File: src/rtl/a429_rx_decoder_pkg.sv
// Shared types and timing helpers for the ARINC-429 receive word decoder.
package a429_rx_decoder_pkg;

  localparam int unsigned WORD_W = 32;
  localparam int unsigned CNT_W  = 6;

  // Line symbol, encoded as {hi, lo}
  typedef enum logic [1:0] {
    SYM_NULL = 2'b00,
    SYM_ZERO = 2'b01,
    SYM_ONE  = 2'b10,
    SYM_ILL  = 2'b11
  } sym_e;

  typedef enum logic [2:0] {
    ST_SYNC,
    ST_IDLE,
    ST_PULSE,
    ST_GAP,
    ST_DONE
  } state_e;

  typedef struct packed {
    logic [WORD_W-1:0] dat;
    logic              par_err;
  } word_t;

  function automatic int unsigned bt_hs(input int unsigned clock_khz);
    return clock_khz / 100;
  endfunction

  function automatic int unsigned bt_ls(input int unsigned clock_khz);
    return (clock_khz * 8) / 100;
  endfunction

  function automatic int unsigned calc_cw(input int unsigned max_val);
    return $clog2(max_val + 1);
  endfunction

endpackage

File: src/rtl/a429_rx_sym.sv
// Registers the filtered HI/LO pair into a line symbol plus a symbol-change flag.
module a429_rx_sym
  import a429_rx_decoder_pkg::*;
(
  input  logic clk_i,
  input  logic rst_i,
  input  logic hi_i,
  input  logic lo_i,
  output sym_e sym,
  output logic chg
);

  sym_e sym_c;

  assign sym_c = sym_e'({hi_i, lo_i});

  always_ff @(posedge clk_i) begin
    if (!rst_i) begin
      sym <= SYM_NULL;
      chg <= 1'b0;
    end else begin
      sym <= sym_c;
      chg <= (sym_c != sym);
    end
  end

endmodule

File: src/rtl/a429_rx_decoder.sv
// ARINC-429 receive decoder: times RZ pulses/gaps, assembles 32-bit words, checks odd parity.
module a429_rx_decoder
  import a429_rx_decoder_pkg::*;
#(
  parameter int unsigned CLOCK_KHZ = 100 * 1000
) (
  input  logic              clk_i,
  input  logic              rst_i,
  input  logic              spd_i,
  input  logic              hi_i,
  input  logic              lo_i,
  output logic [WORD_W-1:0] dat_o,
  output logic              vld_o,
  output logic              par_err_o,
  output logic              err_o
);

  localparam int unsigned BT_HS = bt_hs(CLOCK_KHZ);
  localparam int unsigned BT_LS = bt_ls(CLOCK_KHZ);
  localparam int unsigned TMR_W = calc_cw(2 * BT_LS);

  localparam logic [TMR_W-1:0] BT_HS_T  = TMR_W'(BT_HS);
  localparam logic [TMR_W-1:0] BT_LS_T  = TMR_W'(BT_LS);
  localparam logic [TMR_W-1:0] GAP_HS_T = TMR_W'(2 * BT_HS - 1);
  localparam logic [TMR_W-1:0] GAP_LS_T = TMR_W'(2 * BT_LS - 1);

  sym_e              sym;
  logic              sym_chg;
  state_e            state_q, state_d;
  logic [TMR_W-1:0]  tmr_q, tmr_d;
  logic [CNT_W-1:0]  cnt_q, cnt_d;
  logic [WORD_W-1:0] sh_q, sh_d;
  word_t             out_q, out_d;
  logic              vld_d, err_d;
  logic              spd_q;
  logic [TMR_W-1:0]  bt_lim_c, gap_lim_c;
  logic              bit_c;

  a429_rx_sym u_sym (
    .clk_i (clk_i),
    .rst_i (rst_i),
    .hi_i  (hi_i),
    .lo_i  (lo_i),
    .sym   (sym),
    .chg   (sym_chg)
  );

  assign bt_lim_c  = spd_q ? BT_HS_T : BT_LS_T;
  assign gap_lim_c = spd_q ? GAP_HS_T : GAP_LS_T;
  assign bit_c     = (sym == SYM_ONE);

  assign dat_o     = out_q.dat;
  assign par_err_o = out_q.par_err;

  always_ff @(posedge clk_i) begin
    if (!rst_i) begin
      state_q <= ST_SYNC;
      tmr_q   <= '0;
      cnt_q   <= '0;
      sh_q    <= '0;
      out_q   <= '0;
      vld_o   <= 1'b0;
      err_o   <= 1'b0;
      spd_q   <= spd_i;
    end else begin
      state_q <= state_d;
      tmr_q   <= tmr_d;
      cnt_q   <= cnt_d;
      sh_q    <= sh_d;
      out_q   <= out_d;
      vld_o   <= vld_d;
      err_o   <= err_d;
      spd_q   <= spd_i;
    end
  end

  always_comb begin
    state_d = state_q;
    tmr_d   = tmr_q;
    cnt_d   = cnt_q;
    sh_d    = sh_q;
    out_d   = out_q;
    vld_d   = 1'b0;
    err_d   = 1'b0;

    case (state_q)
      ST_SYNC: begin
        cnt_d = '0;
        if (sym != SYM_NULL) begin
          tmr_d = '0;
        end else if (tmr_q >= gap_lim_c) begin
          tmr_d   = '0;
          state_d = ST_IDLE;
        end else begin
          tmr_d = tmr_q + TMR_W'(1);
        end
      end

      ST_IDLE: begin
        if (sym == SYM_ILL) begin
          err_d   = 1'b1;
          tmr_d   = '0;
          state_d = ST_SYNC;
        end else if (sym != SYM_NULL) begin
          sh_d    = '0;
          sh_d[0] = bit_c;
          cnt_d   = CNT_W'(1);
          tmr_d   = '0;
          state_d = ST_PULSE;
        end
      end

      ST_PULSE: begin
        if (sym == SYM_NULL) begin
          tmr_d = '0;
          if (cnt_q == CNT_W'(WORD_W)) begin
            state_d       = ST_DONE;
            vld_d         = 1'b1;
            out_d.dat     = sh_q;
            out_d.par_err = ~^sh_q;
          end else begin
            state_d = ST_GAP;
          end
        end else if (sym_chg || (tmr_q >= bt_lim_c)) begin
          // opposite symbol, illegal symbol or a stuck line
          err_d   = 1'b1;
          tmr_d   = '0;
          state_d = ST_SYNC;
        end else begin
          tmr_d = tmr_q + TMR_W'(1);
        end
      end

      ST_GAP: begin
        if (sym == SYM_NULL) begin
          if (tmr_q >= gap_lim_c) begin
            err_d   = 1'b1;
            tmr_d   = '0;
            state_d = ST_IDLE;
          end else begin
            tmr_d = tmr_q + TMR_W'(1);
          end
        end else if (sym == SYM_ILL) begin
          err_d   = 1'b1;
          tmr_d   = '0;
          state_d = ST_SYNC;
        end else begin
          sh_d[cnt_q[4:0]] = bit_c;
          cnt_d            = cnt_q + CNT_W'(1);
          tmr_d            = '0;
          state_d          = ST_PULSE;
        end
      end

      ST_DONE: begin
        tmr_d   = '0;
        state_d = ST_IDLE;
      end

      default: begin
        tmr_d   = '0;
        state_d = ST_SYNC;
      end
    endcase

    // A speed change drops any partial word without an error strobe
    if (spd_i != spd_q) begin
      state_d = ST_SYNC;
      tmr_d   = '0;
      cnt_d   = '0;
      out_d   = out_q;
      vld_d   = 1'b0;
      err_d   = 1'b0;
    end
  end

endmodule

File: config.mk
export PLATFORM = sky130hd
export DESIGN_NAME = a429_rx_decoder
export DESIGN_NICKNAME = d
export VERILOG_FILES = /design/src/rtl/a429_rx_decoder_pkg.sv /design/src/rtl/a429_rx_sym.sv /design/src/rtl/a429_rx_decoder.sv
export SDC_FILE = /design/constraint.sdc
export NUM_CORES = 1
export LEC_CHECK = 0
export CELL_PAD_IN_SITES_DETAIL_PLACEMENT = 0
export CELL_PAD_IN_SITES_GLOBAL_PLACEMENT = 1
export CORE_AREA = 2 2 104 106
export DETAILED_ROUTE_END_ITERATION = 7
export DIE_AREA = 0 0 106 108
export GPL_TIMING_DRIVEN = 0
export PLACE_DENSITY_LB_ADDON = 0.1
export SYNTH_ARGS = -nofsm -noshare
export SYNTH_HDL_FRONTEND = slang
export SYNTH_HIERARCHICAL = 1
export SYNTH_SLANG_ARGS = --single-unit
File: constraint.sdc
create_clock -name clk_i -period 3.25 [get_ports clk_i]
set_input_delay 0.65 -clock clk_i [delete_from_list [all_inputs] [get_ports clk_i]]
set_output_delay 0.65 -clock clk_i [all_outputs]
set_load 0.005 [all_outputs]
==> flow_summary.toml <==
[status]
status = "finished, final reports clean"

[yosys]
synth_top_family_by_area = "simple AND/OR/NAND/NOR gates"
synth_xor_xnor_area_share = 0.0838
synth-seq-area-share = 0.391
yosys_warnings = 6
async_flop_share = 0
synthTopCellsByArea = "dfxtp_1, nand2_1, xnor2_1"
netlist.top_cell.by_area = "dfxtp_1"
netlist.area_leader.share = 0.391
synth-edff-count = 0
synth_top_flop_cell = "dfxtp_1"
synthesis.instances = 561
yosysUniqueCellTypes = 57
syn_area_per_cell_um2 = 8.57
synthSimpleGateAreaFrac = 0.253
synthesis.area_um2 = 4810
synth-compound-area-share = 0.177
synthMuxAreaShare = 0.00208
synth_fa_ha_area_frac = 0.0416
syn-num-nets = 582
synth-seq-cells = 94

[floorplan]
dieHeight_um = 108
die_area_um2 = 11400
fp-row-count = 37
core_um2 = 10200
chipWidth_um = 106
initial_utilization = 0.470
ioPinCount = 40

[worst_setup_path]
start_kind = "flop"
r2r-start = "spd_q"
crit_fanout = 10
path_class = "reg -> reg"
r2r_end = "tmr_q[6]"
cp_data_required_time_ns = 3.54
r2r_slack_ns = 0.79
ff2ff_path_depth = 9
end_kind = "flop"
worst-endpoint-arrival_ns = 2.75

[min_path]
hp-class = "reg -> reg"
holdCritStartpoint = "dat_o[13]"
holdPathEnd = "dat_o[13]"
whs_path_depth = 2

[clock_tree]
cts-resized-gates = 0
clock-sinks = 94
numCtsBuffers = 9
cts_hold_buf = 0
postCtsSetupBuffers = 0
root_buffer = "clkbuf_8"
cts_buffer_depth = 2
clk_pin_slew_ns = 0.08
cts_tree = "yes"
insertion_delay_ns = 0.37
htree_levels = 3

[global_route]
grt_util_all_layers = 0.207
grt_pass1_vias = 3761
gr-total-overflow = 0
grt_pass1_wl_mm = 18.6
antenna_found_initial = 0
grt_start_max_net_pins = 15

[layout]
area_growth_pct = 15.7
insertedDiodeCount = 0
drive_above_1_share = 0.0682
final_common_cell = "nand2_1"
stdcell_area_um2 = 5560
fillers = 990
layout_common_cells = "nand2_1, dfxtp_1, xnor2_1, clkdlybuf4s50_1, nor2b_1"
fin_nets = 632

[power_and_ir_drop]
p_int_w = 0.00157
p_per_area_nw_per_um2 = 364
power_frac_clock = 0.385
p_leak_nw = 1.89
swShare = 0.226
comb_power_share = 0.043
seqPwrFrac = 0.572
p_sw_w = 0.000458
peakVddDrop_mv = 0.176

[route]
drc = 0
totalWireLength_mm = 11.3
first_pass_iters = 4
drt_iter0_markers = 182
wire_per_inst_um = 15.0
antenna_left = 0
viasPerCell = 5.28
via_count = 3972

[timing]
setup_viol = 0
post-route-period-util = 0.756
drv_slew = 0
fin_worst_skew_ns = 0.00627
rsz0062_at_grt = "no"
fmax_ghz = 0.407
period_needed_ns = 2.46
hold_viol_final = 0
worst_pin_slew_ns = 0.726
slew_headroom = 0.512
finalSetupTns_ns = 0

[job]
max_cap_violations = 0

[place]
place_congestion = 0.816
hpwl_mm = 8.29
portBuffers = 39
placed_area_um2 = 5370
power by group through the flow:
stage	Sequential, W	Combinational, W	Clock, W
2_1_floorplan	0.00119	0.0000623	0
3_3_place_gp	0.00119	0.0000868	0
3_5_place_dp	0.00119	0.0000879	0
4_1_cts	0.00116	0.0000887	0.000801
5_1_grt	0.00116	0.0000966	0.000843
6_report	0.00116	0.0000872	0.000780
synth_stat cells (2+ instances only):
master and instances:
a21o_1 4, xnor2_1 39, nand4_1 2, nor2b_1 34, inv_1 14, nor2_1 23
nor3_2 6, buf_2 9, and3_1 6, a21oi_1 13, nand2_1 108, nand2b_1 5
nor3_4 2, a21boi_1 31, nor4b_1 2, nor3_1 15, nor4_1 3, clkbuf_1 18
nand3_1 10, or3_1 3, dfxtp_1 94, buf_1 4, o21ai_0 12, ha_1 16
a32oi_1 27, a21boi_0 4, xor2_1 7, buf_6 6, o21a_1 3, and2_1 13
o211a_1 2
how the worst max path moves through the flow:
stage / startpoint / to / slack [ns] / cells past startpoint
final: spd_q / tmr_q[6] / 0.79 / 9
after global routing: spd_q / tmr_q[8] / 0.62 / 8
after CTS: spd_q / tmr_q[6] / 0.77 / 9
after detailed placement: spd_i / tmr_q[12] / 0.48 / 6
after global placement: spd_i / tmr_q[10] / 0.51 / 6
after floorplan: spd_q / tmr_q[2] / 1.14 / 9
state kept, by name (all words and copies together) (netlist names):
signal / flops
dat_o: 32
sh_q: 32
tmr_q: 14
cnt_q: 6
state_q: 3
u_sym/sym: 2
err_o: 1
par_err_o: 1
spd_q: 1
u_sym/chg: 1
vld_o: 1
per-layer routing:
metal	wire length (um)	global-route usage	share of wire
met3	514	0.0313	0.046
met4	274	0.0949	0.024
met2	5190	0.355	0.46
met1	5280	0.258	0.47
met5	0	0	0
worst max-delay path: stages, from the launching register on:
cell and delay (ns):
dfxtp_1 0.55, inv_1 0.15, ha_1 0.32, a211oi_1 0.22, o21ai_0 0.12, o2111ai_1 0.26, nand2_1 0.16, o221a_2 0.30
buf_6 0.16, nor3_1 0.15
cell type report:
type                    count  area [um2]  share of cell area
plain buffers              37         195              0.0351
flip-flops and latches     94        1880               0.338
multi-input cells         416        2680               0.482
repair buffers             39         390              0.0702
inverters                  14        52.6             0.00945
clock buffers              13         149              0.0268
clock inverters             3        43.8             0.00787
well taps                 136         170              0.0306
per-stage QoR:
step | worst slack, ns | power [W] | cells | util | hold slack (ns)
6_report | 0.792 | 0.00203 | 752 | 0.544 | 0.455
5_1_grt | 0.617 | 0.00210 | 752 | 0.544 | 0.473
4_1_cts | 0.765 | 0.00205 | 752 | 0.544 | 0.456
2_1_floorplan | 1.14 | 0.00125 | 561 | - | 0.451
3_5_place_dp | 0.478 | 0.00128 | 736 | 0.525 | 0.445
3_3_place_gp | 0.511 | 0.00127 | 736 | 0.525 | 0.442
cell families after synthesis:
group | count (synthesis)
multiplexers | 1
AND/OR/NAND/NOR | 240
XOR/XNOR | 46
adder cells (fa/ha/maj) | 16
buffers and inverters | 51
flip-flops | 94
AO/OA/AOI/OAI | 113
Note: power is estimated with default switching activity, not from simulation.
